$ cat config.mk
export PLATFORM = sky130hd
export DESIGN_NAME = ad9516_cfg_table
export DESIGN_NICKNAME = d
export VERILOG_FILES = /design/src/rtl/ad9516_pkg.sv /design/src/rtl/ad9516_default_rom.sv /design/src/rtl/ad9516_cfg_table.sv
export SDC_FILE = /design/constraint.sdc
export NUM_CORES = 2
export LEC_CHECK = 0
export BUFFER_PORTS_ARGS = -buffer_cell sky130_fd_sc_hd__clkbuf_2
export CORE_AREA = 2 2 385 387
export CTS_CLUSTER_DIAMETER = 100
export DETAILED_ROUTE_END_ITERATION = 7
export DIE_AREA = 0 0 387 389
export PLACE_DENSITY_LB_ADDON = 0.15
export SLEW_MARGIN = 20
export SYNTH_ARGS = -nofsm -noshare
export SYNTH_HDL_FRONTEND = slang
export SYNTH_SLANG_ARGS = --single-unit
$ cat constraint.sdc
create_clock -name clk -period 8.1 [get_ports clk]
set_input_delay 1.62 -clock clk [delete_from_list [all_inputs] [get_ports clk]]
set_output_delay 1.62 -clock clk [all_outputs]
set_load 0.02 [all_outputs]
$ cat src/rtl/ad9516_pkg.sv
// Shared types for the AD9516-0 configuration table: word width, address width
// and the table sequencer state encoding.
package ad9516_pkg;

    localparam int AD9516_AW = 7;
    localparam int AD9516_DW = 24;

    typedef logic [AD9516_DW-1:0] AD9516_WORD_T;

    typedef enum logic [1:0] {
        ST_INIT,
        ST_READY,
        ST_SCAN
    } ad9516_state_t;

    // Host-supplied lengths above the physical table size saturate at 128.
    function automatic logic [7:0] ad9516_clamp_count(input logic [7:0] cnt);
        return (cnt > 8'd128) ? 8'd128 : cnt;
    endfunction

endpackage

$ cat src/rtl/ad9516_default_rom.sv
// Synchronous default-value ROM for the AD9516-0 table (one-cycle read latency).
// Entries past DEFAULT_COUNT-1 read as zero; the last valid entry is the 0x232 update command.
module ad9516_default_rom
    import ad9516_pkg::*;
#(
    parameter int DEFAULT_COUNT = 64
) (
    input  logic                 clk,
    input  logic [AD9516_AW-1:0] addr_i,
    output AD9516_WORD_T         data_o
);

    // Word layout: R/W=0, W1:W0=00 (one byte), 13-bit register address, 8-bit data.
    function automatic AD9516_WORD_T rom_word(input logic [AD9516_AW-1:0] a);
        if (int'(a) == DEFAULT_COUNT - 1)
            return {3'b000, 13'h232, 8'h01};
        else if (int'(a) < DEFAULT_COUNT - 1)
            return {3'b000, 13'h010 + {6'b0, a}, ({1'b0, a} * 8'd37) + 8'h5A};
        else
            return '0;
    endfunction

    always_ff @(posedge clk) begin
        data_o <= rom_word(addr_i);
    end

endmodule

$ cat src/rtl/ad9516_cfg_table.sv
// AD9516-0 SPI register table: ROM preload after reset, registered lookup for the driver.
// Define AD9516_CFG_HOST_WR_EN to add the host write port, commit and checksum rescan.
module ad9516_cfg_table
    import ad9516_pkg::*;
#(
    parameter int DEPTH         = 128,
    parameter int DEFAULT_COUNT = 64
) (
    input  logic                 clk,
    input  logic                 rst,
    input  logic [AD9516_AW-1:0] data_addr,
    output AD9516_WORD_T         data_to_spi,
    output logic                 adend,
`ifdef AD9516_CFG_HOST_WR_EN
    input  logic                 host_wr,
    input  logic [AD9516_AW-1:0] host_addr,
    input  AD9516_WORD_T         host_data,
    input  logic                 host_commit,
    input  logic [7:0]           host_count,
`endif
    output logic                 ready,
    output logic [7:0]           entry_count,
    output AD9516_WORD_T         table_xor
);

    ad9516_state_t        state_q;
    logic [7:0]           idx_q;
    logic                 ready_q;
    logic                 adend_q;
    AD9516_WORD_T         data_q;
    logic [7:0]           count_q;
    AD9516_WORD_T         xor_q;
    logic [DEPTH-1:0]     vld_q;
    AD9516_WORD_T         mem_q [DEPTH];
    AD9516_WORD_T         rom_q;
    logic                 ram_we;
    logic [AD9516_AW-1:0] ram_waddr;
    AD9516_WORD_T         ram_wdata;
`ifdef AD9516_CFG_HOST_WR_EN
    AD9516_WORD_T         word_q;
`endif

    ad9516_default_rom #(
        .DEFAULT_COUNT(DEFAULT_COUNT)
    ) u_rom (
        .clk   (clk),
        .addr_i(idx_q[AD9516_AW-1:0]),
        .data_o(rom_q)
    );

    always_comb begin
        ram_we    = 1'b0;
        ram_waddr = 7'(idx_q - 8'd1);
        ram_wdata = rom_q;
        if (state_q == ST_INIT && idx_q != 8'd0)
            ram_we = 1'b1;
`ifdef AD9516_CFG_HOST_WR_EN
        if (state_q == ST_READY && host_wr) begin
            ram_we    = 1'b1;
            ram_waddr = host_addr;
            ram_wdata = host_data;
        end
`endif
    end

    always_ff @(posedge clk) begin
        if (ram_we)
            mem_q[ram_waddr] <= ram_wdata;
    end

    // vld_q masks RAM cells not written since reset, so stale host data never reappears.
    always_ff @(posedge clk or posedge rst) begin
        if (rst) begin
            state_q <= ST_INIT;
            idx_q   <= '0;
            ready_q <= 1'b0;
            adend_q <= 1'b1;
            data_q  <= '0;
            count_q <= '0;
            xor_q   <= '0;
            vld_q   <= '0;
`ifdef AD9516_CFG_HOST_WR_EN
            word_q  <= '0;
`endif
        end else begin
            if (ram_we)
                vld_q[ram_waddr] <= 1'b1;
            unique case (state_q)
                ST_INIT: begin
                    idx_q <= idx_q + 8'd1;
                    if (idx_q != 8'd0)
                        xor_q <= xor_q ^ rom_q;
                    if (idx_q == 8'(DEFAULT_COUNT)) begin
                        state_q <= ST_READY;
                        count_q <= 8'(DEFAULT_COUNT);
                        ready_q <= 1'b1;
                        idx_q   <= '0;
                    end
                end
                ST_READY: begin
`ifdef AD9516_CFG_HOST_WR_EN
                    if (host_commit) begin
                        state_q <= ST_SCAN;
                        ready_q <= 1'b0;
                        adend_q <= 1'b1;
                        count_q <= ad9516_clamp_count(host_count);
                        xor_q   <= '0;
                        idx_q   <= '0;
                    end else
`endif
                    begin
                        data_q  <= vld_q[data_addr] ? mem_q[data_addr] : '0;
                        adend_q <= ({1'b0, data_addr} >= count_q);
                    end
                end
`ifdef AD9516_CFG_HOST_WR_EN
                // RAM word fetched in one cycle is folded into the checksum the next.
                ST_SCAN: begin
                    if (idx_q != 8'd0)
                        xor_q <= xor_q ^ word_q;
                    if (idx_q == count_q) begin
                        state_q <= ST_READY;
                        ready_q <= 1'b1;
                    end else begin
                        word_q <= vld_q[idx_q[AD9516_AW-1:0]] ? mem_q[idx_q[AD9516_AW-1:0]] : '0;
                        idx_q  <= idx_q + 8'd1;
                    end
                end
`endif
                default: state_q <= ST_INIT;
            endcase
        end
    end

    assign ready       = ready_q;
    assign adend       = adend_q;
    assign data_to_spi = data_q;
    assign entry_count = count_q;
    assign table_xor   = xor_q;

endmodule

==> impl.org <==
** Synthesis
- Of the total synthesized cell area, the portion taken by full adders, half adders and majority gates is 0.00365.
- The most used flip-flop cell after synthesis is edfxtp_1.
- Counting distinct cell types in the post-synthesis netlist gives 72.
- By area, the combinational part of the netlist is dominated by multiplexers.
- Synthesis inferred 2366 register bits.
- Simple-gate portion of the synthesized area :: 0.0274
- Of all flip-flops after synthesis, the portion carrying an async set or reset was 0.0731.
- Area fraction in compound gates after synthesis :: 0.0253
- Share of synthesized area spent on multiplexers :: 0.160
- Area of the mapped netlist :: 91800 µm²
- Averaged over all synthesized cells, the footprint is 21.4 µm².
- Of the total synthesized cell area, the portion taken by XOR and XNOR cells is 0.00343.
- Counting flops with a built-in enable in the synthesized netlist gives 2176.
- For this run, the register share of the synthesized area comes to 0.762.
- After technology mapping, the gate count stands at 4296.
- The Yosys step of the flow raised 0 warnings.

** Detailed routing
- Summing over every cut layer, the via total after detailed routing is 46.1k.
- After detailed routing, the number of remaining DRC violations is 1.
- Antenna-violating nets left :: 0
- In the routed layout, each cell is associated on average with a via count of 6.93.
- Pre-antenna DRT Iters :: 8
- After the first detailed-routing iteration, the DRC count stood at 6690.
- Total wire length :: 239000 µm
- In the final routed layout, each cell accounts on average for 35.9 µm.

** Floorplanning
- Io pins :: 67
- Measured along the x axis, the die boundary spans 387 µm.
- Die ar. :: 151000 µm²
- Placement row count :: 141
- Effective utilization at floorplan :: 0.626
- Measured along the y axis, the die boundary spans 389 µm.
- The region available for standard cell placement spans 147000 µm².

** Status
- Result of the run :: complete, but fails checks
- The final reports fail on design-rule violations.

** Timing
- Time the final worst path needs with I/O delays and setup :: 5.21 ns
- F_max :: 192 MHz
- The number of endpoints with negative hold slack in the final report came to 0.
- Total setup violations reported at the end of the flow :: 0
- Final Slew Violations :: 0
- Setup repair after global routing missed its margin :: no
- Setup slack closes at 2.89 ns.
- Final-layout setup total negative slack :: 0 ns
- In this run the tightest slew margin relative to its limit is 0.153.
- Dividing the final minimum period by the clock period gives 0.644.
- Tightest Pin Transition :: 1.26 ns
- Worst setup skew after layout :: 0.0419 ns

** Min path
- The startpoint identified for the worst hold timing path is vld_q[49]$_DFFE_PP0P_.
- Hold Path Class :: reg -> reg

** Setup path
- Critical Path RT :: 8.81 ns
- The worst setup path is launched from a primary input.
- In this run the worst setup path begins at data_addr[0].
- Along the worst path, the maximum fanout reaches 72.
- The worst register-to-register path ends at mem_q[108][7]$_DFFE_PP_.
- Kind of capture point of the worst setup path :: flop
- Data on the critical path arrives at its endpoint at 5.93 ns.
- For this design, the slowest cell found on the critical path is a211oi_1.
- In this design, the critical path's most frequently occurring cell is mux4_2.
- For flop-to-flop paths, the worst setup slack is 3.53 ns.
- The worst register-to-register path begins at idx_q[0]$_DFFE_PP0N_.
- In this design, the stage delay of the slowest critical-path cell is 0.77 ns.
- Counting cells, the worst reg-to-reg path comes to 9.
- Critical Setup Path Class :: in -> reg
- Following the worst setup path forward leads to its endpoint at data_to_spi[12]$_DFFE_PP0P_.
- Cells along the critical path :: buf_8 > buf_12 > buf_4 > mux4_2 > mux4_2 > a211oi_1 > a22o_1 > o22ai_1

** GRT
- For this run, global-route usage on met2 was measured as 0.491.
- Maximum number of pins on one net before global-route repair :: 113
- After global routing, the most crowded layer is met2.
- Met1 usage :: 0.462
- Total congestion overflow after global routing :: 0
- For this run, the total global-route usage over all layers was measured as 0.323.
- Met3 usage :: 0.0729
- The first global-routing pass estimated 339000 µm of wire.
- The number of global-route vias before repair was 45.2k.
- The number of antenna violations at the first check in global routing was 14.

** Clock tree
- At the later pin of the worst-skew pair, clock insertion delay measures 0.87 ns.
- No sink is reached through more buffers than the 3 on the longest clock path.
- In this run the clock root is driven by a clkbuf_16.
- TritonCTS Sinks :: 2366
- CTS built an H-tree with a depth of 4.
- Gates resized during post-CTS repair numbered 0.
- TritonCTS built the clock tree.
- Clock-pin slew was measured on the worst setup and hold paths at 0.06 ns.
- Post-CTS timing repair inserted 0 buffers for setup.
- Hold repair after CTS inserted 0 buffers.
- In this run, CTS created clock tree buffers numbering 222.

** Finish
- Summing all non-filler instances in the final layout gives an area of 102000 µm².
- Final core area utilization :: 0.698
- Most common library cell in the layout ignoring fill and taps :: edfxtp_1
- Leaving out fill and tap cells, the most frequent cells in the layout are 2176 x edfxtp_1, 581 x mux4_2, 225 x clkbuf_16.
- Fraction of layout instances using a drive strength above 1 :: 0.297
- At the end of the flow, the number of nets in the layout was 4565.
- From synthesis to final layout, the design area changed by 11.3%.

** Power
- Largest voltage drop on the vdd net :: 208 µV
- LEAKAGE :: 0.0320 µW
- Power per cell area :: 235 nW/µm²
- Power comes to 24000 µW.

** Placement
- DP Area :: 95200 µm²
- Setup Slack @ Placement :: 2.12 ns
- The congestion estimate from routability-driven global placement came to 0.936.
- Port Buffers :: 45
- The wire-length estimate of the detail-placed layout is 139000 µm.

** Run
- Max-cap violations in this run came to 0.
[cells in the mapped netlist, drive strengths merged, types with 27 or more instances]
master  count  area [µm²]
a221oi     27         236
xnor2      34         298
o21ai      47         235
nand2     115         432
nor2b      29         181
dfrtp     172        4300
clkbuf     77         289
o21bai     34         255
a21oi      40         200
or2       100         626
mux4      593       13400
a22oi      40         300
edfxtp   2176       65300
nor2      185         694
mux2i     104        1040
o22ai      42         263
inv        35         131
buf       178        1220
[metrics by stage]
stage / hold WS [ns] / instances
floorplan: 0.430 / 4317
global placement: 0.442 / 6235
detailed placement: 0.443 / 6236
CTS: 0.458 / 6649
global route: 0.478 / 6650
finish: 0.460 / 6651
[report_power, final]
group	internal [µW]	switching [µW]	leakage, µW
clock	5620	4480	0.00345
combinational	256	481	0.00760
sequential	13100	6.81	0.0209
[sequential cells by signal (all words and copies together), names as in the netlist]
| register | flops |
|---|---|
| data_to_spi | 17 |
| state_q | 1 |
| table_xor | 17 |
| vld_q | 128 |
| mem_q | 2176 |
| idx_q | 8 |
| entry_count | 1 |
| u_rom.data_o | 17 |
| adend | 1 |
[critical path, delay by kind of cell]
kind / cells / cell delay (ns)
buffers and inverters: 3 / 1.85
multiplexers: 2 / 1.15
AO/OA/AOI/OAI: 3 / 1.09
[cell families after synthesis]
kind of cell | Yosys count
other cells | 1
fa+ha+maj | 25
mux | 719
buf+inv | 291
xor+xnor | 36
compound gates | 331
flops | 2366
simple gates | 527
[worst min-delay path by stage]
| stage | end | depth (start not counted) |
|---|---|---|
| after global placement | vld_q[93]$_DFFE_PP0P_ | 1 |
| after detailed placement | vld_q[93]$_DFFE_PP0P_ | 1 |
| after floorplan | vld_q[17]$_DFFE_PP0P_ | 1 |
| final | vld_q[49]$_DFFE_PP0P_ | 1 |
| after CTS | vld_q[93]$_DFFE_PP0P_ | 1 |
| after global routing | vld_q[117]$_DFFE_PP0P_ | 1 |
[layout make-up]
type	count	area, µm²
flip-flops and latches	2366	70100
multi-input cells	1660	20700
diodes	1	2.50
inverters	36	150
clock inverters	119	1060
clock buffers	294	6000
fillers	8834	44300
repair buffers	245	1900
well taps	1930	2410
[metal layers]
layer / up-vias / part of all wire
met1: 24400 / 0.37
met3: 511 / 0.12
met2: 2991 / 0.47
li1: 18200 / -
met4: 8 / 0.047
met5: - / 0.00019
(Power assumes the default switching activity.)
